--- src/rtl/pipe_ctrl_n.sv ---
// rtl/pipe_ctrl_n.sv - NSTAGE pipeline stall controller with flush/redirect sequencing
// Also tracks a stall watchdog and a free-running stall-cycle count.
module pipe_ctrl_n #(
   parameter int                NSTAGE       = 6,
   parameter int                ADDR_W       = 32,
   parameter logic [ADDR_W-1:0] EXC_VEC      = ADDR_W'(32'h0000_0020),
   parameter int                FLUSH_CYCLES = 1,
   parameter int                WDOG_W       = 8
) (
   input  logic              clk,
   input  logic              rst,
   input  logic [NSTAGE-1:0] stallreq_i,
   input  logic              excp_valid_i,
   input  logic              eret_i,
   input  logic [ADDR_W-1:0] epc_i,
   input  logic              wdog_clr_i,
   output logic [NSTAGE-1:0] stall_o,
   output logic              flush_o,
   output logic              new_pc_valid_o,
   output logic [ADDR_W-1:0] new_pc_o,
   output logic              wdog_timeout_o,
   output logic [31:0]       stall_cnt_o
);

   localparam int              FC_W     = $clog2(FLUSH_CYCLES + 1);
   localparam logic [FC_W-1:0] FC_LOAD  = FC_W'(FLUSH_CYCLES);
   localparam logic [FC_W-1:0] FC_ONE   = FC_W'(1);
   localparam logic [WDOG_W-1:0] WDOG_MAX = '1;
   localparam logic [WDOG_W-1:0] WDOG_PRE = WDOG_MAX - WDOG_W'(1);

   typedef enum logic {IDLE, FLUSH} state_t;

   state_t            state;
   logic [FC_W-1:0]   flush_cnt;
   logic [WDOG_W-1:0] wdog_cnt;
   logic [NSTAGE-1:0] stall_mask;
   logic              stall_any;
   logic              wdog_inc;

   // A stall at stage k must also freeze every older stage below it.
   always_comb begin
      logic acc;
      acc        = 1'b0;
      stall_mask = '0;
      for (int i = NSTAGE - 1; i >= 0; i--) begin
         acc           = acc | stallreq_i[i];
         stall_mask[i] = acc;
      end
   end

   assign stall_o   = (state == IDLE && !rst) ? stall_mask : '0;
   assign stall_any = |stall_o;
   assign wdog_inc  = (state == IDLE) && stall_any && !wdog_clr_i;

   always_ff @(posedge clk or posedge rst) begin
      if (rst) begin
         state          <= IDLE;
         flush_cnt      <= '0;
         flush_o        <= 1'b0;
         new_pc_valid_o <= 1'b0;
         new_pc_o       <= '0;
      end else begin
         case (state)
            IDLE: begin
               if (excp_valid_i || eret_i) begin
                  state          <= FLUSH;
                  flush_cnt      <= FC_LOAD;
                  flush_o        <= 1'b1;
                  new_pc_valid_o <= 1'b1;
                  new_pc_o       <= excp_valid_i ? EXC_VEC : epc_i;
               end else begin
                  flush_o        <= 1'b0;
                  new_pc_valid_o <= 1'b0;
               end
            end
            FLUSH: begin
               // Redirects here are dropped: nothing younger can commit while draining.
               new_pc_valid_o <= 1'b0;
               if (flush_cnt == FC_ONE) begin
                  state   <= IDLE;
                  flush_o <= 1'b0;
               end else begin
                  flush_cnt <= flush_cnt - FC_ONE;
               end
            end
            default: begin
               state          <= IDLE;
               flush_o        <= 1'b0;
               new_pc_valid_o <= 1'b0;
            end
         endcase
      end
   end

   always_ff @(posedge clk or posedge rst) begin
      if (rst) begin
         wdog_cnt       <= '0;
         wdog_timeout_o <= 1'b0;
      end else begin
         if (!wdog_inc) begin
            wdog_cnt <= '0;
         end else if (wdog_cnt != WDOG_MAX) begin
            wdog_cnt <= wdog_cnt + WDOG_W'(1);
         end
         if (wdog_clr_i) begin
            wdog_timeout_o <= 1'b0;
         end else if (wdog_inc && wdog_cnt >= WDOG_PRE) begin
            wdog_timeout_o <= 1'b1;
         end
      end
   end

   always_ff @(posedge clk or posedge rst) begin
      if (rst) begin
         stall_cnt_o <= '0;
      end else if (stall_any) begin
         stall_cnt_o <= stall_cnt_o + 32'd1;
      end
   end

endmodule

--- config.mk ---
export PLATFORM = sky130hd
export DESIGN_NAME = pipe_ctrl_n
export DESIGN_NICKNAME = d
export VERILOG_FILES = /design/src/rtl/pipe_ctrl_n.sv
export SDC_FILE = /design/constraint.sdc
export NUM_CORES = 1
export LEC_CHECK = 0
export CAP_MARGIN = 10
export CORE_ASPECT_RATIO = 0.5
export CORE_MARGIN = 1
export CORE_UTILIZATION = 36
export CTS_CLUSTER_DIAMETER = 30
export DETAILED_ROUTE_END_ITERATION = 8
export PLACE_DENSITY = 0.77
export SYNTH_ARGS = -nofsm -noshare
export SYNTH_HDL_FRONTEND = slang
export SYNTH_SLANG_ARGS = --single-unit
--- constraint.sdc ---
create_clock -name clk -period 6.11 [get_ports clk]
set_input_delay 1.222 -clock clk [delete_from_list [all_inputs] [get_ports clk]]
set_output_delay 1.222 -clock clk [all_outputs]
set_load 0.1 [all_outputs]
## Word-level counts from Yosys, hierarchy flattened

Cells that the tools add are included.

- $add $sub $neg: 3
- Order comparisons: 1
- Equality and inequality tests: 4
- Multiplexer cells: 15
- Bitwise operators: 6
- Reductions and logical operators: 10

Operator list:

| kind | number |
|---|---|
| adder 32 x 1 -> 32 bit, second input constant | 1 |
| 2-to-1 mux 32 bit | 1 |
| 2-to-1 mux 8 bit | 2 |
| adder 8 x 1 -> 8 bit, second input constant | 1 |
| >= comparator 8 bit, second input constant | 1 |
| inequality test 8 bit, second input constant | 1 |
| case mux 1 bit (2 select lines) | 4 |
| 2-to-1 mux 1 bit | 7 |
| 2-to-1 mux 6 bit | 1 |
| inequality test 2 x 1 -> 1 bit, second input constant | 3 |
| OR reduction 6 bit | 1 |
| OR 1 bit | 5 |
| logical AND 1 bit | 4 |
| logical NOT 1 bit | 2 |
| AND reduction 2 bit | 1 |
| nonzero test 2 bit | 1 |
| logical OR 1 bit | 1 |
| NOT 1 bit | 1 |
| subtractor 1 bit, second input constant | 1 |

- Register bits: 77
- Input bits: 43
- Output and inout port bits: 73

## Logic depth before layout (Yosys ltp)

Gate-level depths: netlist (run 1).

- Word-level depth: 12
- Gate-level depth with buffers: 6

## Least setup slack after synthesis (run 1)

OpenSTA, ideal clock, no wires.

- Kind: input to output
- From: input rst
- To: output stall_o[3]
- Arrival time: 2.496 ns
- Data required time: 4.888 ns
- Path slack: 2.392 ns
- Cell stages on the path: 2
- Cell sequence: nor2_1 o31a_1

- Longest elaborated chain between the ends: 3

Ends and longest elaborated chain:

| element | RTL line | text |
|---|---|---|
| start: declaration | 11 | `input logic rst,` |
| logical NOT 1 bit (no line) | n/a |  |
| logical AND 1 bit | 51 | `assign stall_o = (state == IDLE && !rst) ? stall_mask : '0;` |
| 2-to-1 mux 6 bit | 51 |  |
| end: declaration | 17 | `output logic [NSTAGE-1:0] stall_o,` |

Every way passes these cells.

## Worst setup path in the final report (run 1)

- From: input stallreq_i[4]
- To: output stall_o[0]

- Longest elaborated chain between the ends: 6

Ends and longest elaborated chain:

| element | RTL line | text |
|---|---|---|
| start: declaration | 12 | `input logic [NSTAGE-1:0] stallreq_i,` |
| OR 1 bit (5 in a row) | 46 | `acc = acc \| stallreq_i[i];` |
| 2-to-1 mux 6 bit | 51 |  |

Every way passes these cells.

==> results of run 1 <==
## tightest hold or removal path, stage by stage (launching register included)
cell,delay (ps)
dfrtp_1,340
nor2_1,50
nand2_1,50
## state kept, by name (all words and copies together), names as in the netlist
register and count:
state 1, flush_o 1, new_pc_o 32, new_pc_valid_o 1, flush_cnt 1, wdog_timeout_o 1, wdog_cnt 8, stall_cnt_o 32
## power breakdown
part | leakage (nW) | switching, mW | internal, mW | total, mW
Clock | 0.143 | 0.190 | 0.320 | 0.510
Combinational | 0.959 | 0.484 | 0.148 | 0.633
Sequential | 1.02 | 0.0456 | 0.561 | 0.607
## cells by family (layout without fill, tap and decap cells)
| kind of cell | Yosys count | count (layout) | synth area share [%] |
|---|---|---|---|
| AOI/OAI and AO/OA | 45 | 45 | 8.22 |
| and+or+nand+nor | 156 | 156 | 23.4 |
| DFF | 77 | 77 | 56.0 |
| adders and majority gates | 3 | 3 | 1.09 |
| xor gates and xnor gates | 36 | 36 | 9.17 |
| buffers and inverters | 18 | 140 | 2.07 |
## per-layer routing
metal / global-route usage [%] / vias to the layer above / routed length, um
met3: 4.81 / 6 / 275
met5: 0 / - / 0
met1: 22.1 / 1320 / 3600
met2: 29.4 / 47 / 3970
met4: 4.52 / 0 / 50
li1: - / 1359 / -
## final timing paths
kind                                        from                          end  slack (ps)  cells after the start
max reg2reg                      state$_DFF_PP0_  stall_cnt_o[31]$_DFFE_PP0P_        3910                      6
min                        flush_cnt$_DFFE_PP0P_        flush_cnt$_DFFE_PP0P_         470                      2
max                                stallreq_i[4]                   stall_o[0]        1010                      5
min in group asynchronous                    rst              state$_DFF_PP0_        1230                      2
min reg2reg                flush_cnt$_DFFE_PP0P_        flush_cnt$_DFFE_PP0P_         470                      2
max in group asynchronous                    rst   stall_cnt_o[1]$_DFFE_PP0P_        3860                      3
## layout make-up
class,count,share of cell area (%)
clock buffers,16,5.82
inverters,7,0.549
multi-input cells,240,29.0
flip-flops and latches,77,38.5
well taps,117,2.92
repair buffers,117,23.3
## synth_stat cells, drive strengths merged
library cell | instances | area (um2)
a211oi | 1 | 7.51
and2 | 2 | 12.5
and3 | 7 | 43.8
and4 | 2 | 20.0
buf | 1 | 7.51
clkbuf | 10 | 37.5
dfrtp | 77 | 1930
ha | 3 | 37.5
inv | 7 | 26.3
nand2 | 55 | 206
nand2b | 33 | 206
nand3 | 10 | 55.1
nand4 | 14 | 87.6
nor2 | 20 | 75.1
nor3 | 9 | 45.0
nor4 | 2 | 27.5
o211ai | 1 | 7.51
o21a | 3 | 22.5
o21ai | 36 | 180
o311ai | 1 | 26.3
o31a | 1 | 8.76
o31ai | 1 | 21.3
o32ai | 1 | 8.76
or4 | 1 | 11.3
or4b | 1 | 13.8
xnor2 | 19 | 166
xor2 | 17 | 149
## placed cells by master, fill, tap and decap left out, drive strengths merged, types with 2 or more instances in the layout
master         instances
and2                   2
and3                   7
and4                   2
buf                    2
clkbuf                16
clkdlybuf4s50        115
dfrtp                 77
ha                     3
inv                    6
nand2                 55
nand2b                33
nand3                 10
nand4                 14
nor2                  20
nor3                   9
nor4                   2
o21a                   3
o21ai                 36
xnor2                 19
xor2                  17
## per-stage QoR
stage / setup WS (ps) / cell area, um2 / std cells
global placement: 1070 / 4720 / 558
global route: 920 / 5010 / 574
detailed placement: 1020 / 4720 / 558
CTS: 995 / 5010 / 574
finish: 1010 / 5010 / 574
floorplan: 2390 / 3440 / 335
==> flow_summary_export.csv, run 1 <==
group,metric,value,unit
outcome,outcome,"completed",
job,max_capacitance_violation_total,0,
drt,finalWirelength,7.90,mm
worst_setup_path,cp-end-kind,"output port",
sta,layout_min_cycle_time,5100,ps
logic_synthesis,syn-num-nets,381,
worst_setup_path,critical-path-slowest-cell,"clkdlybuf4s50_1",
worst_setup_path,cpLargestDelayFamily,"buffers and inverters",
power_and_ir_drop,fin_total_pwr,1.75,mW
power_and_ir_drop,vdd_ir_drop_max,0.000191,V
worst_setup_path,ordered_cell_list_for_the_critical_path,"clkdlybuf4s50_1, or4_4, o31ai_4, inv_2, clkdlybuf4s50_1",
sta,maxSlewViolCount,0,
floorplanning,std_cell_rows,24,
sta,tightestPinTransition,1010,ps
power_and_ir_drop,static-leakage-power,2.12,nW
drt,avgRoutedWirePerCell,13.8,um
sta,slew_headroom,32.3,%
layout,final_layout_size_suffix_gt1_share,5.47,%
drt,dr_total_vias,2732,
sta,clock_skew,3.19,ps
worst_setup_path,critPathMaxStageDelay,1010,ps
clock_network,maximum_buffer_depth_of_the_clock_tree,2,
logic_synthesis,postSynthCellCount,335,
global_routing,global_route.overflow_total,0,
worst_setup_path,critPathMaxFanout,10,
worst_setup_path,ws_path_type,"primary input to output port",
clock_network,cts-hold-fix-buffers,0,
drt,detail_route.drc_violations,0,
global_routing,wire_length_of_the_first_global_routing_pass,13.5,mm
sta,min_period_over_period,83.5,%
logic_synthesis,synth.lib_cells_used.distinct,31,
logic_synthesis,synthesis.area_per_instance,10.3,um2
worst_setup_path,cp_data_required_time,4890,ps
sta,timing.final.setup_violations,0,
logic_synthesis,synth_sequential_area_ratio,56.0,%
worst_setup_path,worst_path_most_repeated_cell,"clkdlybuf4s50_1",
global_routing,maximum_number_of_pins_on_one_net_before_global_route_repair,59,
sta,rsz_0062_raised_after_global_routing,"no",
power_and_ir_drop,power_per_cell_area,349,mW/mm2
floorplanning,die_h,71.1,um
clock_network,worst_skew_pair.late_latency,330,ps
sta,fin_worst_hold_slack,469,ps
floorplanning,die_width,140,um
worst_setup_path,cp_num_buf_inv,3,
clock_network,clock_tree_from_tritoncts,"built",
place,io_buffers,115,
logic_synthesis,yosys_register_bits,77,
layout,area_delta_synth_final,45.7,%
place,dp.final_hpwl,5.59,mm
worst_setup_path,startpoint_class,"primary input",
clock_network,cts_bufs_inserted,9,
clock_network,cts.sink_count,77,
logic_synthesis,number_of_warnings_reported_in_the_yosys_synthesis_log,0,
clock_network,cts_root_buf,"clkbuf_16",
floorplanning,design.core.area,0.00898,mm2
clock_network,post_cts.resized_instances,0,
global_routing,number_of_antenna_violations_at_the_first_check_in_global_routing,0,
floorplanning,dieArea,0.00997,mm2
layout,n_fill_cell,786,
logic_synthesis,post_synth_instance_area,0.00344,mm2
place,globalplace.congestion,0.759,
drt,number_of_drc_markers_in_iteration_0,130,
layout,area.sequential,0.00193,mm2
sta,setup_tns,0,ps
layout,antenna-diode-count,0,
floorplanning,pin_count,116,
layout,post-route-util,55.8,%
clock_network,h-tree-depth,3,
sta,report.final.hold_viol_count,0,
min_path,timing.hold.worst.class,"flip-flop to flip-flop",
clock_network,clkTransAtPathRegs,50,ps
worst_setup_path,crit_arrival,3880,ps
layout,num-nets-final,498,
global_routing,grt_use_total,17.3,%
sta,max_clock_freq,0.196,GHz
layout,multi_input_comb_area,0.00145,mm2
drt,avgViaCountPerCell,4.76,
global_routing,vias_in_the_first_global_route,2672,
drt,drt.antenna.violating_nets,0,
drt,firstDrtPassIters,4,
floorplanning,floorplan.initialDensity,38.3,%
clock_network,number_of_buffers_added_for_setup_after_cts,0,
Note: power is estimated with default switching activity, not from simulation.
==> run 2: changes to the inputs <==
- PLACE_DENSITY: 0.77 -> 0.79
- clock period: 6.11 -> 4.3 ns (I/O delays scaled with it)
==> run 2 against run 1 <==
  * Register-to-register slack worse by 1800 ps
  * Clock skew is 3.0 ps higher
  * Final area is 0.15% lower
  * Clock power is 38% higher
  * Final cell count is 0.17% higher
  * Sequential cell count stayed put
  * Combinational power is 42% higher
  * Routed wire length is 0.16% lower
  * Worst hold slack better by 2.4 ps
  * Utilization is 0.084 points lower
  * Non-clock buffer count is 1 higher
  * Count of clock-buffer cells in the layout is 4 lower
  * Highest routed layer unchanged
==> flow_summary_export.csv, run 2 (same netlist as run 1, synthesis figures left out) <==
group,metric,value,unit
power_and_ir_drop,vdd_ir_drop_max,0.000226,V
place,globalplace.congestion,0.768,
sta,layout_min_cycle_time,3570,ps
floorplanning,std_cell_rows,24,
drt,avgViaCountPerCell,4.72,
clock_network,maximum_buffer_depth_of_the_clock_tree,2,
clock_network,worst_skew_pair.late_latency,330,ps
clock_network,cts.sink_count,77,
global_routing,maximum_number_of_pins_on_one_net_before_global_route_repair,41,
floorplanning,pin_count,116,
min_path,worst_hold_path.num_cells,2,
clock_network,cts_bufs_inserted,9,
worst_setup_path,ws_path_type,"primary input to output port",
min_path,timing.hold.worst_endpoint,"flush_cnt$_DFFE_PP0P_",
floorplanning,floorplan.initialDensity,38.3,%
min_path,timing.hold.worst.class,"flip-flop to flip-flop",
power_and_ir_drop,static-leakage-power,2.13,nW
sta,min_period_over_period,83.1,%
sta,timing.final.setup_violations,0,
drt,finalWirelength,7.89,mm
layout,layout_top_registers,"new_pc_o x32, stall_cnt_o x32, wdog_cnt x8",
drt,drt.antenna.violating_nets,0,
drt,dr_total_vias,2712,
drt,firstDrtPassIters,4,
sta,fin_worst_hold_slack,471,ps
layout,area_delta_synth_final,45.5,%
layout,final_layout_size_suffix_gt1_share,7.42,%
floorplanning,die_h,71.1,um
worst_setup_path,crit_arrival,2710,ps
drt,avgRoutedWirePerCell,13.7,um
floorplanning,dieArea,0.00997,mm2
layout,most-common-layout-cells,"clkdlybuf4s50_1, dfrtp_1, nand2_1",
sta,rsz_0062_raised_after_global_routing,"no",
clock_network,h-tree-depth,3,
global_routing,number_of_antenna_violations_at_the_first_check_in_global_routing,0,
worst_setup_path,critical_path.reg2reg.endpoint,"wdog_timeout_o$_DFFE_PP0P_",
sta,maxSlewViolCount,0,
clock_network,cts-hold-fix-buffers,0,
global_routing,grt_use_total,16.9,%
global_routing,vias_in_the_first_global_route,2659,
layout,antenna-diode-count,0,
global_routing,global_route.overflow_total,0,
drt,number_of_drc_markers_in_iteration_0,159,
sta,setup_tns,0,ps
global_routing,wire_length_of_the_first_global_routing_pass,13.2,mm
drt,detail_route.drc_violations,0,
sta,report.final.hold_viol_count,0,
clock_network,cts_root_buf,"clkbuf_16",
power_and_ir_drop,fin_total_pwr,2.46,mW
worst_setup_path,cp_data_required_time,3440,ps
sta,clock_skew,6.22,ps
worst_setup_path,critPathMaxFanout,10,
clock_network,clock_tree_from_tritoncts,"built",
worst_setup_path,timing.reg2reg.setup_slack,2120,ps
power_and_ir_drop,power_per_cell_area,493,mW/mm2
worst_setup_path,startpoint_class,"primary input",
worst_setup_path,cp-end-kind,"output port",
sta,slew_headroom,33.0,%
clock_network,number_of_buffers_added_for_setup_after_cts,0,
sta,max_clock_freq,0.280,GHz
worst_setup_path,worst_r2r_path_depth,5,
sta,tightestPinTransition,1000,ps
place,io_buffers,115,
place,dp.final_hpwl,5.62,mm
clock_network,clkTransAtPathRegs,60,ps
floorplanning,design.core.area,0.00898,mm2
worst_setup_path,startpoint_of_the_worst_slack_reg_to_reg_timing_path,"state$_DFF_PP0_",
layout,num-nets-final,499,
clock_network,post_cts.resized_instances,0,
min_path,min-delay-start,"flush_cnt$_DFFE_PP0P_",
layout,layout.cells.most_common,"clkdlybuf4s50_1",
outcome,outcome,"completed",
floorplanning,die_width,140,um
job,max_capacitance_violation_total,0,
-- run 2: cell count changes in the layout (fill, tap and decap cells not counted) --
| cell | previous run | this run |
|---|---|---|
| buf_4 | 2 | 8 |
| clkdlybuf4s50_1 | 115 | 109 |
| clkinv_2 | 1 | 4 |
| clkbuf_1 | 3 | 1 |
| clkbuf_8 | 4 | 2 |
| buf_12 | 0 | 1 |
| clkinvlp_4 | 0 | 1 |
-- run 2: cell type report --
cell class,instances,area (um2)
multi-input combinational,240,1450
tap,117,146
clock inverter,4,22.5
fill,778,3980
inverter,7,27.5
timing repair buffer,118,1170
clock buffer,12,256
sequential,77,1930
-- run 2: worst max-delay path by stage --
stage | from | end | slack [ps] | cells after the start
finish | stallreq_i[4] | stall_o[0] | 730 | 5
detailed placement | stallreq_i[4] | stall_o[0] | 730 | 5
global placement | stallreq_i[4] | stall_o[0] | 780 | 5
CTS | stallreq_i[4] | stall_o[0] | 730 | 5
floorplan | rst | stall_o[3] | 1310 | 2
global route | stallreq_i[4] | stall_o[0] | 670 | 5
-- run 2: critical path, cell delays in order --
cell             delay, ps
clkdlybuf4s50_1        450
or4_4                  600
o31ai_4                380
inv_2                  210
buf_12                 220
-- run 2: stage by stage --
| stage | instances | instance area [um2] | setup WS, ps | util, % |
|---|---|---|---|---|
| after floorplan | 335 | 3440 | 1310 | - |
| after global placement | 559 | 4720 | 781 | 52.6 |
| after detailed placement | 559 | 4720 | 731 | 52.6 |
| after CTS | 575 | 5000 | 733 | 55.7 |
| after global routing | 575 | 5000 | 672 | 55.7 |
| final | 575 | 5000 | 728 | 55.7 |
-- run 2: metal layers --
metal,vias to the layer above,track usage [%],wire length (um)
met2,53,28.6,3940
met4,0,5.49,83
met5,-,0,0
met3,8,4.94,294
met1,1294,21.1,3570
li1,1357,-,-
-- run 2: power by group --
group          internal (mW)  total [mW]  switching [mW]
registers              0.797       0.861          0.0643
logic                  0.212       0.900           0.688
clock network          0.419       0.704           0.284
